$ cat config.mk
export PLATFORM = sky130hd
export DESIGN_NAME = irq_arbiter
export DESIGN_NICKNAME = d
export VERILOG_FILES = /design/src/rtl/irq_arbiter.sv
export SDC_FILE = /design/constraint.sdc
export NUM_CORES = 1
export LEC_CHECK = 0
export BUFFER_PORTS_ARGS = -buffer_cell sky130_fd_sc_hd__buf_2
export CAP_MARGIN = 20
export CORE_UTILIZATION = 44
export DETAILED_ROUTE_END_ITERATION = 8
export PLACE_DENSITY = 0.86
export SYNTH_ARGS = -nofsm -noshare
export SYNTH_HDL_FRONTEND = slang
export SYNTH_SLANG_ARGS = --single-unit
export TNS_END_PERCENT = 50
$ cat constraint.sdc
create_clock -name clk -period 3.25 [get_ports clk]
set_input_delay 0 -clock clk [delete_from_list [all_inputs] [get_ports clk]]
set_output_delay 0 -clock clk [all_outputs]
set_load 0.02 [all_outputs]
$ cat src/rtl/irq_arbiter.sv
// irq_arbiter: prioritised interrupt arbiter for the pipelined CPU.
//
// Latches peripheral requests as pending, applies a software mask and raises
// one registered irq towards Control. The pipeline's interrupt-taken pulse
// acknowledges it. The in-service source is tracked until the handler writes
// EOI. A short hold-off period then lets the handler's return drain the
// pipeline.
//
// Optional build macro:
//   IRQ_ARB_EDGE_EN  when defined, a source is captured on the rising edge of
//                    its request line.
//                    When undefined, capture is level-sensitive and happens
//                    on every cycle the line is high.
//
// Register map (word offsets from BASE, addr[1:0] ignored):
//   +0x0 PEND   read, write-1-to-clear
//   +0x4 MASK   read/write, 1 enables a source
//   +0x8 CAUSE  read-only {isv_valid[31], isv_id[2:0]}
//   +0xC EOI    any write ends service
//
// Ports:
//   clk       pipeline clock
//   reset     synchronous, active-low reset
//   src_irq   peripheral request lines [NSRC-1:0]
//   ker       CPU in kernel mode; blocks new assertion of irq
//   irq_take  one-cycle pulse: pipeline jumped to the interrupt vector
//   irq       registered interrupt request to Control
//   rd, wr    ME-stage bus read/write strobes
//   addr      bus byte address
//   wdata     bus write data
//   rdata     combinational read data; 0 unless a matching read is active
module irq_arbiter #(
    parameter int          NSRC     = 4,
    parameter int          HOLD_CYC = 3,
    parameter logic [31:0] BASE     = 32'h40000030
) (
    input  logic            clk,
    input  logic            reset,
    input  logic [NSRC-1:0] src_irq,
    input  logic            ker,
    input  logic            irq_take,
    output logic            irq,
    input  logic            rd,
    input  logic            wr,
    input  logic [31:0]     addr,
    input  logic [31:0]     wdata,
    output logic [31:0]     rdata
);

    typedef enum logic [1:0] {ST_IDLE, ST_ASSERT, ST_SERVICE, ST_HOLD} state_t;

    state_t          state;
    logic [NSRC-1:0] pend;
    logic [NSRC-1:0] mask;
    logic [2:0]      sel_id;
    logic [2:0]      isv_id;
    logic            isv_valid;
    logic [3:0]      hold_cnt;

    logic [NSRC-1:0] cap;
    logic [NSRC-1:0] req;
    logic [NSRC-1:0] sel_oh;
    logic [NSRC-1:0] take_clr;
    logic [NSRC-1:0] w1c;
    logic [NSRC-1:0] pend_nx;
    logic [NSRC-1:0] mask_nx;
    logic [2:0]      low_id;
    logic [29:0]     word_off;
    logic            hit;
    logic            wr_pend;
    logic            wr_mask;
    logic            wr_eoi;
    logic            sel_live;
    logic [31:0]     pend_ext;
    logic [31:0]     mask_ext;
    logic            unused_bus;

    // Low address bits and upper write-data bits carry no information here.
    assign unused_bus = ^{addr[1:0], wdata};

`ifdef IRQ_ARB_EDGE_EN
    // Delayed copy of the request lines so only a rising edge captures.
    logic [NSRC-1:0] src_q;

    always_ff @(posedge clk) begin
        if (!reset) begin
            src_q <= '0;
        end else begin
            src_q <= src_irq;
        end
    end

    assign cap = src_irq & ~src_q;
`else
    assign cap = src_irq;
`endif

    // Address decode works on word offsets, so BASE need not be 16-byte aligned.
    always_comb begin
        word_off = addr[31:2] - BASE[31:2];
        hit      = (word_off < 30'd4);
        wr_pend  = wr && hit && (word_off[1:0] == 2'd0);
        wr_mask  = wr && hit && (word_off[1:0] == 2'd1);
        wr_eoi   = wr && hit && (word_off[1:0] == 2'd3);
    end

    // The next pend/mask values are computed ahead of the register update
    // because ASSERT drops back to IDLE at the same edge the selected source
    // loses its pending bit or mask bit. Any capture overrides a clear in the
    // same cycle.
    always_comb begin
        req    = pend & mask;
        low_id = 3'd0;
        sel_oh = '0;
        for (int i = NSRC - 1; i >= 0; i--) begin
            if (req[i]) begin
                low_id = 3'(i);
            end
        end
        for (int i = 0; i < NSRC; i++) begin
            sel_oh[i] = (sel_id == 3'(i));
        end
        take_clr = (state == ST_ASSERT && irq_take) ? sel_oh : '0;
        w1c      = wr_pend ? wdata[NSRC-1:0] : '0;
        pend_nx  = (pend & ~w1c & ~take_clr) | cap;
        mask_nx  = wr_mask ? wdata[NSRC-1:0] : mask;
        sel_live = |(pend_nx & mask_nx & sel_oh);
    end

    // Arbitration FSM and register file. irq is a registered copy of
    // "state is ASSERT".
    always_ff @(posedge clk) begin
        if (!reset) begin
            state     <= ST_IDLE;
            irq       <= 1'b0;
            pend      <= '0;
            mask      <= '0;
            sel_id    <= 3'd0;
            isv_id    <= 3'd0;
            isv_valid <= 1'b0;
            hold_cnt  <= 4'd0;
        end else begin
            pend <= pend_nx;
            mask <= mask_nx;
            case (state)
                ST_IDLE: begin
                    if ((|req) && !ker) begin
                        sel_id <= low_id;
                        irq    <= 1'b1;
                        state  <= ST_ASSERT;
                    end
                end
                ST_ASSERT: begin
                    if (irq_take) begin
                        isv_id    <= sel_id;
                        isv_valid <= 1'b1;
                        irq       <= 1'b0;
                        state     <= ST_SERVICE;
                    end else if (!sel_live) begin
                        irq   <= 1'b0;
                        state <= ST_IDLE;
                    end
                end
                ST_SERVICE: begin
                    if (wr_eoi) begin
                        isv_valid <= 1'b0;
                        hold_cnt  <= 4'(HOLD_CYC - 1);
                        state     <= ST_HOLD;
                    end
                end
                ST_HOLD: begin
                    if (hold_cnt == 4'd0) begin
                        state <= ST_IDLE;
                    end else begin
                        hold_cnt <= hold_cnt - 4'd1;
                    end
                end
                default: begin
                    state <= ST_IDLE;
                    irq   <= 1'b0;
                end
            endcase
        end
    end

    // Read mux. It returns 0 during reset, when no read is active, or when the
    // address misses.
    always_comb begin
        rdata    = 32'd0;
        pend_ext = 32'd0;
        mask_ext = 32'd0;
        pend_ext[NSRC-1:0] = pend;
        mask_ext[NSRC-1:0] = mask;
        if (reset && rd && hit) begin
            case (word_off[1:0])
                2'd0:    rdata = pend_ext;
                2'd1:    rdata = mask_ext;
                2'd2:    rdata = {isv_valid, 28'd0, isv_id};
                default: rdata = 32'd0;
            endcase
        end
    end

endmodule

==> Word level (Yosys, flattened, before mapping) <==
Index checks and enable logic that the tools add are counted.
{ "totals": {"register_bits": 22, "latch_bits": 0, "ramBits": 0, "romBits": 0, "inputBits": 74, "output_inout_bits": 33, "word_cells": 83, "mem_count": 0} }
{ "classes": {"n_addsub": 2, "multipliers": 0, "n_div": 0, "order_cmp": 1, "n_eq_ne": 15, "n_shift": 0, "n_mux": 25, "bitwise_logic": 8, "n_reduce_logical": 24} }
{ "ops": {"columns": ["operator", "n"], "rows": [
  ["$pmux 32 s3", 1],
  ["$mux 32", 1],
  ["$lt 30x3->1 const B", 1],
  ["$sub 30x29->30 const B", 1],
  ["$and 4x4->4", 5],
  ["$mux 4", 5],
  ["$mux 2", 6],
  ["$ne 2x2->1 const B", 5],
  ["$mux 3", 3],
  ["$reduce_and 3->1", 3],
  ["$eq 2x2->1 const B", 4],
  ["$logic_and 1x1->1", 8],
  ["$not 4->4", 2],
  ["$pmux 2 s4", 1],
  ["$pmux 4 s2", 1],
  ["$reduce_or 4->1", 2],
  ["$eq 3x2->1 const B", 2],
  ["$reduce_bool 2->1", 3],
  ["$mux 1", 5],
  ["$eq 2x1->1 const B", 2],
  ["$logic_not 2->1", 2],
  ["$logic_not 4->1", 1],
  ["$or 4x4->4", 1],
  ["$pmux 1 s2", 2],
  ["7 further kinds", 8]
]} }

==> Longest topological paths before layout <==
Gate-level depths: netlist (run 1).
{ "logic_depth": {"ltp_word": 15, "depth_mapped": 8, "mapped_depth_nobuf": 7} }

==> Least setup slack after synthesis (run 1) <==
No wires, ideal clock.
{ "synth_timing": {"path_type": "register -> register", "start": "register (tool-made name)", "end": "register irq", "setup_time_ns": 0.127, "arrival_ns": 1.442, "required_ns": 3.123, "slack_ns": 1.681, "stages_incl_launch_ff": 8, "path_buffers": 0, "period_less_slack_ns": 1.569, "cell_sequence": "dfxtp_1 -> nand3b_1 -> or3_1 -> a21oi_1 -> a41oi_1 -> nand4bb_1 -> and4b_1 -> a21oi_1"} }
{ "synth_rtl": {"columns": ["element", "line", "text"], "rows": [
  ["end signal, assigned", "135", "irq <= 1'b0;"],
  ["end signal, assigned", "149", "irq <= 1'b1;"],
  ["end signal, assigned", "157", "irq <= 1'b0;"],
  ["end, declared", "42", "output logic irq,"]
]} }

==> Worst setup path after layout (run 1) <==
{ "layout_timing": {"start": "register state[0]", "end": "register hold_cnt[3]"} }
{ "layout_via": {"elab_chain_len": 3, "word_cells_on_any_way": 7, "classes_between": "eq/ne: 4; mux: 1; reduce/logical: 2"} }
{ "layout_lines": {"columns": ["element", "line", "text"], "rows": [
  ["start, declared", "52", "state_t state;"],
  ["start signal, assigned", "134", "state <= ST_IDLE;"],
  ["start signal, assigned", "150", "state <= ST_ASSERT;"],
  ["start signal, assigned", "158", "state <= ST_SERVICE;"],
  ["$eq 2x2->1", "145", "case (state)"],
  ["$ne 2x2->1 (no line) / $reduce_bool 2->1 (equally long branches)", null, null],
  ["$reduce_and 3->1 (no line)", null, null],
  ["end signal, assigned", "167", "hold_cnt <= 4'(HOLD_CYC - 1);"],
  ["end signal, assigned", "175", "hold_cnt <= hold_cnt - 4'd1;"],
  ["end, declared", "58", "logic [3:0] hold_cnt;"]
]} }
Several ways; a longest one is shown, not always the timed one.
A chain may end at the register's enable or synchronous reset.

==> flow_results.xml, run 1 <==
<?xml version="1.0" encoding="UTF-8"?>
<metrics>
  <group name="outcome">
    <metric name="outcome" unit="">complete, no violations</metric>
  </group>
  <group name="drt">
    <metric name="via_per_inst" unit="">5.21</metric>
    <metric name="routed_wl" unit="mm">3.35</metric>
    <metric name="drt_first_iter_violations" unit="">77</metric>
    <metric name="number_of_vias_in_the_routed_layout" unit="">1434</metric>
    <metric name="drt_pre_antenna_iters" unit="">5</metric>
    <metric name="average_detailed_routed_wire_length_per_instance" unit="um">12.2</metric>
    <metric name="postRouteAntennaNets" unit="">0</metric>
    <metric name="drt_drc_violations_left" unit="">0</metric>
  </group>
  <group name="timing">
    <metric name="hold-worst-slack" unit="ns">0.000690</metric>
    <metric name="finalHoldViolations" unit="">0</metric>
    <metric name="slew_viol_final" unit="">0</metric>
    <metric name="rsz_0062_raised_after_global_routing" unit="">no</metric>
    <metric name="totalNegativeSetupSlack" unit="ns">0</metric>
    <metric name="fmax" unit="MHz">532</metric>
    <metric name="min_period" unit="ns">1.88</metric>
    <metric name="tightestPinTransition" unit="ns">0.543</metric>
    <metric name="clock-skew-final" unit="ns">0.00999</metric>
    <metric name="slew_headroom" unit="%">63.4</metric>
    <metric name="min_period_over_period" unit="%">57.8</metric>
    <metric name="setup_viol_count_final" unit="">0</metric>
  </group>
  <group name="yosys">
    <metric name="synth-edff-count" unit="">0</metric>
    <metric name="ys_seq_elements" unit="">20</metric>
    <metric name="syn-cell-area" unit="um2">1460</metric>
    <metric name="post_synth_num_cell_types" unit="">46</metric>
    <metric name="synth_area_leader_cell" unit="">sky130_fd_sc_hd__dfxtp_1</metric>
    <metric name="synth_top_area_share" unit="%">27.4</metric>
    <metric name="yosysWarnings" unit="">0</metric>
    <metric name="synthesis.area_per_instance" unit="um2">8.09</metric>
    <metric name="synth.top_cells.by_area" unit="">sky130_fd_sc_hd__dfxtp_1 (27%), sky130_fd_sc_hd__buf_4 (14%), sky130_fd_sc_hd__mux2i_1 (6.2%)</metric>
    <metric name="synth_ff_type" unit="">sky130_fd_sc_hd__dfxtp_1</metric>
    <metric name="syn-instance-count" unit="">181</metric>
    <metric name="synth-seq-area-share" unit="%">27.4</metric>
    <metric name="synthArstFlopShare" unit="%">0</metric>
  </group>
  <group name="clocking">
    <metric name="cts.clk_slew.worst_paths" unit="ns">0.13</metric>
    <metric name="ctsHoldBuffers" unit="">2</metric>
    <metric name="clock_latency" unit="ns">0.32</metric>
    <metric name="number_of_levels_in_the_clock_h_tree" unit="">1</metric>
    <metric name="cts.sink_count" unit="">20</metric>
    <metric name="cts-buffers-inserted" unit="">3</metric>
    <metric name="cts_tree" unit="">done</metric>
    <metric name="clock-root-buffer" unit="">sky130_fd_sc_hd__clkbuf_4</metric>
    <metric name="cts-resized-gates" unit="">0</metric>
    <metric name="clock_path_buffers" unit="">2</metric>
    <metric name="post_cts_buffers" unit="">0</metric>
  </group>
  <group name="cells_and_area">
    <metric name="num_antenna_cells" unit="">0</metric>
    <metric name="flow.area_growth_from_synthesis" unit="%">17.2</metric>
    <metric name="layout-drive-gt1-share" unit="%">26.4</metric>
    <metric name="stdcell_count" unit="">275</metric>
    <metric name="post-route-cell-area" unit="um2">1720</metric>
    <metric name="layout_commonest_cell" unit="">sky130_fd_sc_hd__buf_2</metric>
    <metric name="finalNetCount" unit="">308</metric>
    <metric name="final_cell_mix" unit="">sky130_fd_sc_hd__buf_2 (49), sky130_fd_sc_hd__conb_1 (27), sky130_fd_sc_hd__dfxtp_1 (20)</metric>
  </group>
  <group name="place">
    <metric name="routabilityCongestion" unit="">0.867</metric>
    <metric name="detailedPlacementHpwl" unit="mm">2.64</metric>
    <metric name="placedCellCount" unit="">269</metric>
    <metric name="portBuffers" unit="">49</metric>
    <metric name="post_dp_cell_area" unit="um2">1640</metric>
  </group>
  <group name="power_and_ir_drop">
    <metric name="internal_power_component" unit="uW">407</metric>
    <metric name="ir_drop" unit="mV">0.148</metric>
    <metric name="pwr-share-seq" unit="%">45.4</metric>
    <metric name="netSwitchingPower" unit="uW">149</metric>
    <metric name="comb_power_share" unit="%">16.4</metric>
    <metric name="total_leakage_power" unit="nW">0.744</metric>
    <metric name="p_total" unit="uW">557</metric>
    <metric name="p_sw_share" unit="%">26.8</metric>
    <metric name="cellPowerDensity" unit="nW/um2">324</metric>
    <metric name="clock_group_share_of_total_power" unit="%">38.2</metric>
  </group>
  <group name="worst_setup_path">
    <metric name="endpoint_kind" unit="">flip-flop</metric>
    <metric name="timing.critical_path.from_type" unit="">flip-flop</metric>
    <metric name="critical_path_peak_fanout" unit="">8</metric>
    <metric name="setup.worst_path.class" unit="">flip-flop to flip-flop</metric>
    <metric name="worstPathRequired" unit="ns">3.48</metric>
    <metric name="critical_path_arrival" unit="ns">2.11</metric>
  </group>
  <group name="floorplan">
    <metric name="num_rows" unit="">20</metric>
    <metric name="floorplan.die.width" unit="um">59.7</metric>
    <metric name="die_height" unit="um">59.7</metric>
    <metric name="dieArea" unit="um2">3560</metric>
    <metric name="coreArea" unit="um2">3100</metric>
    <metric name="initial_utilization" unit="%">47.2</metric>
    <metric name="design.portCount" unit="">107</metric>
  </group>
  <group name="grt">
    <metric name="globalRoute.totalOverflow" unit="">0</metric>
    <metric name="grt_max_degree" unit="">21</metric>
    <metric name="grt_antenna_before_repair" unit="">0</metric>
    <metric name="grt_first_pass_wirelength" unit="mm">5.28</metric>
    <metric name="grt_usage" unit="%">19.8</metric>
    <metric name="first_global_vias" unit="">1189</metric>
  </group>
  <group name="run">
    <metric name="max_cap_violations" unit="">0</metric>
  </group>
  <group name="min_path">
    <metric name="min-delay-path-class" unit="">input port to flip-flop</metric>
  </group>
</metrics>
## layer usage
layer  part of all wire [%]  global-route usage, %
met3                    8.9                   3.25
met4                    1.7                   7.64
met1                     42                   25.3
met5                      0                      0
met2                     48                   33.2
## state kept, by name, indices dropped and copies added (netlist names), named ones only
signal	cells
mask	4
isv_valid	1
isv_id	2
irq	1
state	1
hold_cnt	4
pend	4
sel_id	2
## worst max-delay path, stage by stage (launching register included)
cell,delay [ns]
sky130_fd_sc_hd__dfxtp_1,0.40
sky130_fd_sc_hd__nand4b_1,0.22
sky130_fd_sc_hd__nor4_1,0.38
sky130_fd_sc_hd__o21ai_0,0.29
sky130_fd_sc_hd__nor4_1,0.29
sky130_fd_sc_hd__xnor2_1,0.16
sky130_fd_sc_hd__nor2_1,0.05
## worst paths after layout
path             start     endpoint  slack (ns)  depth (start not counted)
max reg2reg   state[0]  hold_cnt[3]        1.37                          6
min           wdata[3]      mask[3]      0.0007                          3
max           state[0]  hold_cnt[3]        1.37                          6
min reg2reg  isv_valid    isv_valid        0.49                          2
## cells in the mapped netlist (all sizes together) (3+ instances only)
cell type  number
o21ai           7
a21boi          4
nor4           10
a21oi           7
dfxtp          20
nand2          14
nand3           5
nor2b           6
buf            28
nor2           16
clkbuf          3
inv             9
mux2i           9
nor3            4
## through the flow
| step | setup WS (ns) | util [%] |
|---|---|---|
| 6_report | 1.37 | 55.3 |
| 5_1_grt | 1.19 | 55.3 |
| 4_1_cts | 1.37 | 55.3 |
| 3_5_place_dp | 1.25 | 52.9 |
| 3_3_place_gp | 1.32 | 52.9 |
| 2_1_floorplan | 1.68 | - |
## final cells by class
class / count / area, um2
clock buffers: 3 / 22.5
clock inverters: 1 / 30.0
fillers: 299 / 1390
inverters: 9 / 33.8
multi-input cells: 147 / 908
flip-flops and latches: 20 / 400
well taps: 44 / 55.1
repair buffers: 51 / 265
## power groups by stage
| stage | registers [mW] | clock network [mW] | logic, mW |
|---|---|---|---|
| 2_1_floorplan | 0.257 | 0 | 0.0784 |
| 3_3_place_gp | 0.258 | 0 | 0.0874 |
| 3_5_place_dp | 0.258 | 0 | 0.0886 |
| 4_1_cts | 0.253 | 0.211 | 0.0909 |
| 5_1_grt | 0.253 | 0.221 | 0.101 |
| 6_report | 0.253 | 0.212 | 0.0913 |
## logic make-up (layout without fill, tap and decap cells)
family / count (synthesis) / after routing / share of synthesized area, %
adders and majority gates: 2 / 2 / 1.71
and+or+nand+nor: 75 / 75 / 31.5
buffers and inverters: 40 / 64 / 17.3
AOI/OAI and AO/OA: 32 / 32 / 14.5
muxes: 9 / 9 / 6.15
xor gates and xnor gates: 2 / 2 / 1.20
DFF: 20 / 20 / 27.4
other: 1 / 27 / 0.256
Power figures use the tool's default switching activity.
==> run 2: changes to the inputs <==
--- a/config.mk
+++ b/config.mk
@@ -7,9 +7,9 @@
 export LEC_CHECK = 0
 export BUFFER_PORTS_ARGS = -buffer_cell sky130_fd_sc_hd__buf_2
 export CAP_MARGIN = 20
-export CORE_UTILIZATION = 44
+export CORE_UTILIZATION = 41
 export DETAILED_ROUTE_END_ITERATION = 8
-export PLACE_DENSITY = 0.86
+export PLACE_DENSITY = 0.81
 export SYNTH_ARGS = -nofsm -noshare
 export SYNTH_HDL_FRONTEND = slang
 export SYNTH_SLANG_ARGS = --single-unit
==> constraint.sdc (replaced) <==
create_clock -name clk -period 2 [get_ports clk]
set_input_delay 0 -clock clk [delete_from_list [all_inputs] [get_ports clk]]
set_output_delay 0 -clock clk [all_outputs]
set_load 0.02 [all_outputs]
==> run 2 against run 1 <==
Hold slack improved by 0.044 ns. Highest routed layer unchanged. Sequential power rose by 62%. First-iteration DRC count fell by 29%. Flip-flop and latch count did not move. Largest cell class unchanged.
==> flow_results.xml, run 2 (same netlist as run 1, synthesis figures left out) <==
<?xml version="1.0" encoding="UTF-8"?>
<metrics>
  <group name="clocking">
    <metric name="cts.sink_count" unit="">20</metric>
    <metric name="cts-resized-gates" unit="">0</metric>
    <metric name="clock_latency" unit="ns">0.31</metric>
    <metric name="number_of_levels_in_the_clock_h_tree" unit="">1</metric>
    <metric name="cts_tree" unit="">done</metric>
    <metric name="cts-buffers-inserted" unit="">3</metric>
    <metric name="clock-root-buffer" unit="">sky130_fd_sc_hd__clkbuf_4</metric>
    <metric name="post_cts_buffers" unit="">0</metric>
    <metric name="clock_path_buffers" unit="">2</metric>
    <metric name="ctsHoldBuffers" unit="">4</metric>
    <metric name="cts.clk_slew.worst_paths" unit="ns">0.12</metric>
  </group>
  <group name="timing">
    <metric name="slew_viol_final" unit="">0</metric>
    <metric name="postLayoutSetupSlackWorst" unit="ns">0.256</metric>
    <metric name="setup_viol_count_final" unit="">0</metric>
    <metric name="hold-worst-slack" unit="ns">0.0448</metric>
    <metric name="fmax" unit="MHz">574</metric>
    <metric name="min_period" unit="ns">1.74</metric>
    <metric name="totalNegativeSetupSlack" unit="ns">0</metric>
    <metric name="rsz_0062_raised_after_global_routing" unit="">no</metric>
    <metric name="finalHoldViolations" unit="">0</metric>
    <metric name="min_period_over_period" unit="%">87.2</metric>
    <metric name="clock-skew-final" unit="ns">0.00510</metric>
  </group>
  <group name="drt">
    <metric name="average_detailed_routed_wire_length_per_instance" unit="um">12.2</metric>
    <metric name="via_per_inst" unit="">5.13</metric>
    <metric name="number_of_vias_in_the_routed_layout" unit="">1468</metric>
    <metric name="drt_first_iter_violations" unit="">55</metric>
    <metric name="drt_drc_violations_left" unit="">0</metric>
    <metric name="drt_pre_antenna_iters" unit="">4</metric>
    <metric name="postRouteAntennaNets" unit="">0</metric>
    <metric name="routed_wl" unit="mm">3.48</metric>
  </group>
  <group name="outcome">
    <metric name="outcome" unit="">complete, no violations</metric>
  </group>
  <group name="floorplan">
    <metric name="num_rows" unit="">21</metric>
    <metric name="dieArea" unit="um2">3810</metric>
    <metric name="coreArea" unit="um2">3390</metric>
    <metric name="initial_utilization" unit="%">43.2</metric>
    <metric name="die_height" unit="um">61.8</metric>
    <metric name="floorplan.die.width" unit="um">61.8</metric>
    <metric name="design.portCount" unit="">107</metric>
  </group>
  <group name="worst_setup_path">
    <metric name="critical-path-max-stage-delay" unit="ns">0.40</metric>
    <metric name="crit_buf_inv" unit="">0</metric>
    <metric name="r2r.worst_path.cells" unit="">7</metric>
    <metric name="timing.critical_path.cells" unit="">nand3b_1 -&gt; or3_1 -&gt; a21oi_1 -&gt; a41oi_1 -&gt; nand4bb_1 -&gt; and4b_1 -&gt; o21ai_1</metric>
    <metric name="crit_cells" unit="">7</metric>
    <metric name="cp_slowest_cell" unit="">sky130_fd_sc_hd__dfxtp_1</metric>
    <metric name="timing.critical_path.from_type" unit="">flip-flop</metric>
    <metric name="setup.worst_path.class" unit="">flip-flop to flip-flop</metric>
    <metric name="endpoint_kind" unit="">flip-flop</metric>
    <metric name="setup.reg_to_reg.worst_slack" unit="ns">0.26</metric>
    <metric name="critical_path_arrival" unit="ns">1.94</metric>
    <metric name="worst_path_dominant_cell_family" unit="">simple AND/OR/NAND/NOR gates</metric>
    <metric name="r2r_endpoint" unit="">state[0]</metric>
    <metric name="critical_path_peak_fanout" unit="">8</metric>
    <metric name="worstPathRequired" unit="ns">2.20</metric>
  </group>
  <group name="cells_and_area">
    <metric name="num_antenna_cells" unit="">0</metric>
    <metric name="finalNetCount" unit="">317</metric>
    <metric name="fillCellCount" unit="">335</metric>
    <metric name="post-route-cell-area" unit="um2">1770</metric>
    <metric name="largestRegisters" unit="">hold_cnt (4), mask (4), pend (4)</metric>
    <metric name="layout-drive-gt1-share" unit="%">28.3</metric>
    <metric name="flow.area_growth_from_synthesis" unit="%">21.2</metric>
    <metric name="layout_commonest_cell" unit="">sky130_fd_sc_hd__buf_2</metric>
    <metric name="final_cell_mix" unit="">sky130_fd_sc_hd__buf_2 (49), sky130_fd_sc_hd__conb_1 (27), sky130_fd_sc_hd__dfxtp_1 (20)</metric>
  </group>
  <group name="place">
    <metric name="detailedPlacementHpwl" unit="mm">2.74</metric>
    <metric name="post_dp_cell_area" unit="um2">1700</metric>
    <metric name="place_ws" unit="ns">0.0882</metric>
    <metric name="routabilityCongestion" unit="">0.916</metric>
    <metric name="portBuffers" unit="">49</metric>
  </group>
  <group name="power_and_ir_drop">
    <metric name="comb_power_share" unit="%">19.3</metric>
    <metric name="clock_group_share_of_total_power" unit="%">30.1</metric>
    <metric name="total_leakage_power" unit="nW">0.781</metric>
    <metric name="netSwitchingPower" unit="uW">235</metric>
    <metric name="ir_drop" unit="mV">0.233</metric>
    <metric name="cellPowerDensity" unit="nW/um2">456</metric>
    <metric name="p_sw_share" unit="%">29.0</metric>
    <metric name="p_total" unit="uW">809</metric>
    <metric name="pwr-share-seq" unit="%">50.7</metric>
    <metric name="internal_power_component" unit="uW">575</metric>
  </group>
  <group name="grt">
    <metric name="globalRoute.totalOverflow" unit="">0</metric>
    <metric name="grt_antenna_before_repair" unit="">0</metric>
    <metric name="grt_usage" unit="%">19.0</metric>
    <metric name="first_global_vias" unit="">1295</metric>
    <metric name="grt_first_pass_wirelength" unit="mm">5.43</metric>
    <metric name="grt_max_degree" unit="">21</metric>
  </group>
  <group name="min_path">
    <metric name="min-delay-path-class" unit="">input port to flip-flop</metric>
    <metric name="startpoint_of_the_most_critical_hold_path" unit="">irq_take</metric>
    <metric name="hold_depth" unit="">3</metric>
    <metric name="hold_end" unit="">isv_valid</metric>
  </group>
  <group name="run">
    <metric name="max_cap_violations" unit="">0</metric>
  </group>
</metrics>
-- run 2: changes by cell type in the layout (fill, tap and decap cells not counted), sizes merged --
cell,previous run,this run
buf,49,56
bufinv,1,0
clkbuf,3,4
dlygate4sd3,2,4
-- run 2: layout make-up --
class | instances | area, um2 | share of cell area [%]
inverters | 9 | 33.8 | 1.90
multi-input cells | 147 | 908 | 51.2
repair buffers | 60 | 338 | 19.0
clock buffers | 4 | 36.3 | 2.05
flip-flops and latches | 20 | 400 | 22.6
well taps | 46 | 57.6 | 3.24
-- run 2: worst max-delay path by stage --
stage / start / to / slack, ns
final: flip-flop / state[0] / 0.26
after global placement: addr[26] / irq / 0.13
after global routing: flip-flop / state[0] / 0.11
after CTS: flip-flop / state[0] / 0.25
after floorplan: flip-flop / irq / 0.43
after detailed placement: addr[29] / state[0] / 0.09
-- run 2: per-stage QoR --
stage / std cells / utilization [%]
after floorplan: 207 / -
after global placement: 278 / 50.1
after detailed placement: 278 / 50.1
after CTS: 286 / 52.3
after global routing: 286 / 52.3
final: 286 / 52.3
-- run 2: power by group through the flow --
stage	logic (mW)	registers [mW]	clock network (mW)
3_3_place_gp	0.145	0.419	0
4_1_cts	0.155	0.410	0.250
3_5_place_dp	0.148	0.419	0
6_report	0.156	0.410	0.243
2_1_floorplan	0.127	0.417	0
5_1_grt	0.173	0.411	0.261
-- run 2: worst register-to-register path: cells and delay by family, from the launching register on --
family | cells | cell delay, ns
simple gates | 4 | 0.93
flops | 1 | 0.40
compound gates | 3 | 0.31
-- run 2: metal layers --
metal | up-vias | wire length, um | GRT usage (%)
li1 | 715 | - | -
met1 | 661 | 1480 | 23.2
met2 | 84 | 1620 | 33.5
met3 | 8 | 308 | 2.28
met4 | 0 | 77 | 8.25
met5 | - | 0 | 0
